### src/rtl/fetch_unit.sv
// Instruction fetch unit: credit-limited request issue to instruction memory, in-order
// response queue toward decode, and redirect handling that drops stale in-flight responses.
module fetch_unit #(
    parameter logic [31:0] RESET_PC = 32'h0000_0000,
    parameter int unsigned DEPTH    = 2
) (
    input  logic        clk,
    input  logic        rst,
    output logic        imem_req_valid,
    input  logic        imem_req_ready,
    output logic [31:0] imem_req_addr,
    input  logic        imem_rsp_valid,
    input  logic [31:0] imem_rsp_data,
    input  logic        redirect_valid,
    input  logic [31:0] redirect_pc,
    output logic        id_valid,
    input  logic        id_ready,
    output logic [31:0] id_inst,
    output logic [31:0] id_pc
);

    localparam int unsigned CNT_W = $clog2(DEPTH + 1);
    localparam int unsigned SUM_W = CNT_W + 1;
    localparam int unsigned PTR_W = (DEPTH > 1) ? $clog2(DEPTH) : 1;

    logic [31:0]      fetch_pc_q, fetch_pc_d;
    logic [31:0]      rsp_pc_q, rsp_pc_d;
    logic [31:0]      inst_q [DEPTH];
    logic [31:0]      inst_d [DEPTH];
    logic [31:0]      pc_q [DEPTH];
    logic [31:0]      pc_d [DEPTH];
    logic [PTR_W-1:0] rd_ptr_q, rd_ptr_d;
    logic [PTR_W-1:0] wr_ptr_q, wr_ptr_d;
    logic [CNT_W-1:0] count_q, count_d;
    logic [CNT_W-1:0] out_q, out_d;
    logic [CNT_W-1:0] drop_q, drop_d;
    logic [31:0]      hold_inst_q, hold_inst_d;
    logic [31:0]      hold_pc_q, hold_pc_d;

    logic             credit_ok;
    logic             req_fire;
    logic             push;
    logic             pop;
    logic             full;
    logic             not_empty;
    logic [31:0]      redirect_aligned;
    logic             unused_redirect_lsbs;

    assign unused_redirect_lsbs = ^redirect_pc[1:0];

    function automatic logic [PTR_W-1:0] ptr_inc(input logic [PTR_W-1:0] p);
        return (p == PTR_W'(DEPTH - 1)) ? '0 : p + PTR_W'(1);
    endfunction

    // Handshake and flow-control terms
    always_comb begin
        not_empty        = (count_q != '0);
        full             = (count_q == CNT_W'(DEPTH));
        credit_ok        = (SUM_W'(count_q) + SUM_W'(out_q)) < SUM_W'(DEPTH);
        imem_req_valid   = !rst && !redirect_valid && credit_ok;
        imem_req_addr    = fetch_pc_q;
        req_fire         = imem_req_valid && imem_req_ready;
        id_valid         = !rst && not_empty && !redirect_valid;
        pop              = id_valid && id_ready;
        push             = imem_rsp_valid && !redirect_valid && (drop_q == '0);
        redirect_aligned = {redirect_pc[31:2], 2'b00};
        id_inst          = not_empty ? inst_q[rd_ptr_q] : hold_inst_q;
        id_pc            = not_empty ? pc_q[rd_ptr_q]   : hold_pc_q;
    end

    // Next-state
    always_comb begin
        fetch_pc_d  = fetch_pc_q;
        rsp_pc_d    = rsp_pc_q;
        inst_d      = inst_q;
        pc_d        = pc_q;
        rd_ptr_d    = rd_ptr_q;
        wr_ptr_d    = wr_ptr_q;
        count_d     = count_q;
        drop_d      = drop_q;
        hold_inst_d = hold_inst_q;
        hold_pc_d   = hold_pc_q;
        out_d       = out_q + CNT_W'(req_fire) - CNT_W'(imem_rsp_valid);

        if (redirect_valid) begin
            fetch_pc_d = redirect_aligned;
            rsp_pc_d   = redirect_aligned;
            rd_ptr_d   = '0;
            wr_ptr_d   = '0;
            count_d    = '0;
            drop_d     = out_d;
            if (not_empty) begin
                hold_inst_d = inst_q[rd_ptr_q];
                hold_pc_d   = pc_q[rd_ptr_q];
            end
        end else begin
            if (req_fire) begin
                fetch_pc_d = fetch_pc_q + 32'd4;
            end
            if (imem_rsp_valid && (drop_q != '0)) begin
                drop_d = drop_q - CNT_W'(1);
            end
            if (push) begin
                inst_d[wr_ptr_q] = imem_rsp_data;
                pc_d[wr_ptr_q]   = rsp_pc_q;
                wr_ptr_d         = ptr_inc(wr_ptr_q);
                rsp_pc_d         = rsp_pc_q + 32'd4;
            end
            // Popped head is kept so id_* hold once the queue runs dry
            if (pop) begin
                hold_inst_d = inst_q[rd_ptr_q];
                hold_pc_d   = pc_q[rd_ptr_q];
                rd_ptr_d    = ptr_inc(rd_ptr_q);
            end
            count_d = count_q + CNT_W'(push) - CNT_W'(pop);
        end
    end

    always_ff @(posedge clk or posedge rst) begin
        if (rst) begin
            fetch_pc_q  <= RESET_PC;
            rsp_pc_q    <= RESET_PC;
            rd_ptr_q    <= '0;
            wr_ptr_q    <= '0;
            count_q     <= '0;
            out_q       <= '0;
            drop_q      <= '0;
            hold_inst_q <= '0;
            hold_pc_q   <= '0;
            for (int unsigned i = 0; i < DEPTH; i++) begin
                inst_q[i] <= '0;
                pc_q[i]   <= '0;
            end
        end else begin
            fetch_pc_q  <= fetch_pc_d;
            rsp_pc_q    <= rsp_pc_d;
            inst_q      <= inst_d;
            pc_q        <= pc_d;
            rd_ptr_q    <= rd_ptr_d;
            wr_ptr_q    <= wr_ptr_d;
            count_q     <= count_d;
            out_q       <= out_d;
            drop_q      <= drop_d;
            hold_inst_q <= hold_inst_d;
            hold_pc_q   <= hold_pc_d;
        end
    end

    // Credit accounting must make overflow impossible
    assert property (@(posedge clk) disable iff (rst) !(push && full));

endmodule

### config.mk
export PLATFORM = sky130hd
export DESIGN_NAME = fetch_unit
export DESIGN_NICKNAME = d
export VERILOG_FILES = /design/src/rtl/fetch_unit.sv
export SDC_FILE = /design/constraint.sdc
export NUM_CORES = 1
export LEC_CHECK = 0
export ABC_AREA = 0
export ABC_CLOCK_PERIOD_IN_PS = 11500
export BUFFER_PORTS_ARGS = -buffer_cell sky130_fd_sc_hd__clkbuf_2
export CAP_MARGIN = 20
export CELL_PAD_IN_SITES_DETAIL_PLACEMENT = 1
export CELL_PAD_IN_SITES_GLOBAL_PLACEMENT = 2
export CORE_MARGIN = 2
export CORE_UTILIZATION = 35
export DETAILED_ROUTE_END_ITERATION = 16
export PLACE_DENSITY_LB_ADDON = 0.1
export SYNTH_ARGS = -nofsm -noshare
export SYNTH_HDL_FRONTEND = slang
export SYNTH_SLANG_ARGS = --single-unit
### constraint.sdc
create_clock -name clk -period 11.5 [get_ports clk]
set_input_delay 1.725 -clock clk [delete_from_list [all_inputs] [get_ports clk]]
set_output_delay 1.725 -clock clk [all_outputs]
set_load 0.03 [all_outputs]
==> flow_summary_export.csv <==
group,metric,value,unit
outcome,outcome,"completed",
timing,final-setup-viol-count,0,
flow_run,maxCapViolCount,0,
detailed_routing,num_vias,8759,
power,powerDensity,254,nW/µm²
setup_path,cp-start-kind,"register",
clocking,cts_sinks,256,
clocking,cts_root_buffer,"clkbuf_16",
power,p_int,2.22,mW
clocking,cts_resized,0,
detailed_routing,postRouteAntennaNets,0,
finish,layout_common_cells,"dfrtp_1 (255), clkbuf_2 (163), nand2_1 (125)",
timing,setup_tns,0,ns
timing,max_freq,216,MHz
synth,synthesis.instances,1110,
clocking,insertion_delay,0.55,ns
detailed_routing,drtIter0Drc,316,
timing,setup_ws,6.88,ns
floorplan,die-area,35500,µm²
global_routing,grt_pass1_wl,51.4,mm
place,placed_cell_area,13100,µm²
timing,rsz0062_at_grt,"false",
clocking,postCtsSetupRepairBufs,0,
place,dp_hpwl,19.7,mm
finish,stdcell_area,14000,µm²
clocking,cts_buffers,30,
global_routing,overflow,0,
detailed_routing,firstDrtPassIters,4,
power,p_sw,1.34,mW
clocking,path_clk_slew,0.05,ns
timing,finalHoldViolCount,0,
synth,synth-seq-cells,256,
timing,slew_headroom,0.325,
setup_path,required,9.78,ns
synth,yosysSeqAreaShare,0.539,
clocking,cts_tree,"done",
place,io_buffers,163,
hold_path,hold_path.class,"register to register",
synth,netlist_area,11900,µm²
floorplan,dieHeight,188,µm
setup_path,r2r_start,"count_q[0]$_DFF_PP0_",
synth,avgSynthCellArea,10.7,µm²
finish,antenna_cells,0,
detailed_routing,wl_per_cell,18.1,µm
synth,ys_warn_count,0,
floorplan,initial_utilization,0.355,
floorplan,die_x,188,µm
floorplan,rows,67,
power,totalPowerFinal,3.57,mW
global_routing,grt_max_degree,143,
clocking,htree_levels,1,
timing,finalCritPeriodShare,0.402,
power,p_comb_frac,0.349,
power,p_seq_frac,0.396,
finish,nets,1325,
timing,period_minus_slack,4.62,ns
floorplan,core,33500,µm²
power,p_leak,6.19,nW
synth,yosys.cell_types.count,47,
setup_path,crit_arrival,2.89,ns
setup_path,startpoint,"count_q[1]$_DFF_PP0_",
setup_path,cp-end-kind,"output pin",
clocking,cts_buffer_depth,3,
global_routing,grt_pass1_vias,9182,
place,place_congestion,0.732,
detailed_routing,drt-vias-per-instance,5.11,
timing,tightestPinTransition,1.01,ns
timing,slew_violations,0,
global_routing,antenna_found_initial,0,
hold_path,holdCritStartpoint,"pc_q[8]$_DFFE_PP0P_",
timing,finalClockSkew,0.0102,ns
setup_path,path_max_fanout,98,
setup_path,path_class,"register to output pin",
place,dp_slack,6.43,ns
finish,area_delta_synth_final,17.9,%
global_routing,grt_usage,0.179,
finish,layout-drive-gt1-share,0.278,
power,clkPwrFrac,0.255,
finish,final_common_cell,"dfrtp_1",
floorplan,boundaryPins,168,
clocking,holdBufCountCts,0,
power,ir_worst_vdd,111,µV
power,sw_frac_of_total,0.377,
detailed_routing,drc,0,
detailed_routing,wl,31.1,mm
==> cells by family after synthesis <==
family	synth area share
and+or+nand+nor	0.121
DFF	0.539
AOI/OAI and AO/OA	0.101
muxes	0.169
buffers and inverters	0.0317
xor gates and xnor gates	0.0295
adders and majority gates	0.00905
other	0.000315
==> Yosys cell counts, drive strengths merged <==
cell	number	area, µm²
a41oi	2	17.5
nor2	91	342
mux2	122	1370
conb	1	3.75
and3	4	25.0
clkinv	1	3.75
xor2	10	87.6
o311ai	14	123
o211ai	10	75.1
a31oi	7	43.8
nand2	125	469
and4	5	43.8
and2	10	65.1
ha	7	87.6
clkbuf	36	135
o31ai	1	7.51
a21boi	1	7.51
or4	1	7.51
buf	33	170
nand2b	2	12.5
nand4	16	100
nor3	15	75.1
xnor2	30	263
or3	5	31.3
or2	2	12.5
fa	1	20.0
o31a	1	8.76
a21oi	73	365
o21ai	108	541
o21bai	1	7.51
inv	18	67.6
nor2b	2	12.5
mux2i	63	631
nor4	9	111
dfrtp	256	6410
o21a	1	7.51
nand3	26	135
==> final cells by class <==
cell class	count	area [µm²]
Fill cell	3767	19500
Sequential cell	256	6410
Multi-Input combinational cell	767	5140
Timing Repair Buffer	173	903
Clock buffer	44	875
Tap cell	448	561
Inverter	19	78.8
Clock inverter	6	58.8
==> stage by stage <==
| stage | util | std cells | hold slack, ns |
|---|---|---|---|
| floorplan | - | 1111 | 0.444 |
| global placement | 0.390 | 1663 | 0.461 |
| detailed placement | 0.390 | 1663 | 0.470 |
| CTS | 0.418 | 1713 | 0.484 |
| global route | 0.418 | 1713 | 0.494 |
| finish | 0.418 | 1713 | 0.477 |
==> worst paths after layout <==
path	endpoint	slack, ns	cells after the start
max	id_pc[21]	6.88	5
min	pc_q[8]$_DFFE_PP0P_	0.48	2
max reg2reg	drop_q[1]$_DFFE_PP0P_	8.14	12
min reg2reg	pc_q[8]$_DFFE_PP0P_	0.48	2
max in group asynchronous	inst_q[7]$_DFFE_PP0P_	8.73	3
min in group asynchronous	imem_req_addr[2]$_DFFE_PP0P_	1.46	2
==> sequential cells by signal (all words and copies together) (netlist names), 2 cells and up <==
name and flops:
imem_req_addr 30, count_q 2, hold_inst_q 32, pc_q 60, inst_q 64, out_q 2
rsp_pc_q 30, drop_q 2, hold_pc_q 32
==> power by group through the flow <==
| stage | clock (mW) | sequential (mW) | combinational [mW] |
|---|---|---|---|
| 4_1_cts | 0.942 | 1.42 | 1.27 |
| 6_report | 0.909 | 1.41 | 1.25 |
| 3_3_place_gp | 0 | 1.41 | 1.24 |
| 3_5_place_dp | 0 | 1.43 | 1.26 |
| 5_1_grt | 0.978 | 1.46 | 1.39 |
| 2_1_floorplan | 0 | 1.40 | 0.916 |
==> worst max-delay path, cell delays in order, from the launching register on <==
cell and delay, ns:
dfrtp_1 0.45, or2_4 0.39, buf_4 0.86, nor2_1 0.08, a21oi_1 0.27, clkbuf_2 0.27
==> routing by layer <==
layer | GRT usage | part of all wire
met1 | 0.263 | 0.50
met2 | 0.285 | 0.45
met3 | 0.0240 | 0.036
met4 | 0.0361 | 0.013
met5 | 0 | 0
(Power assumes the default switching activity.)
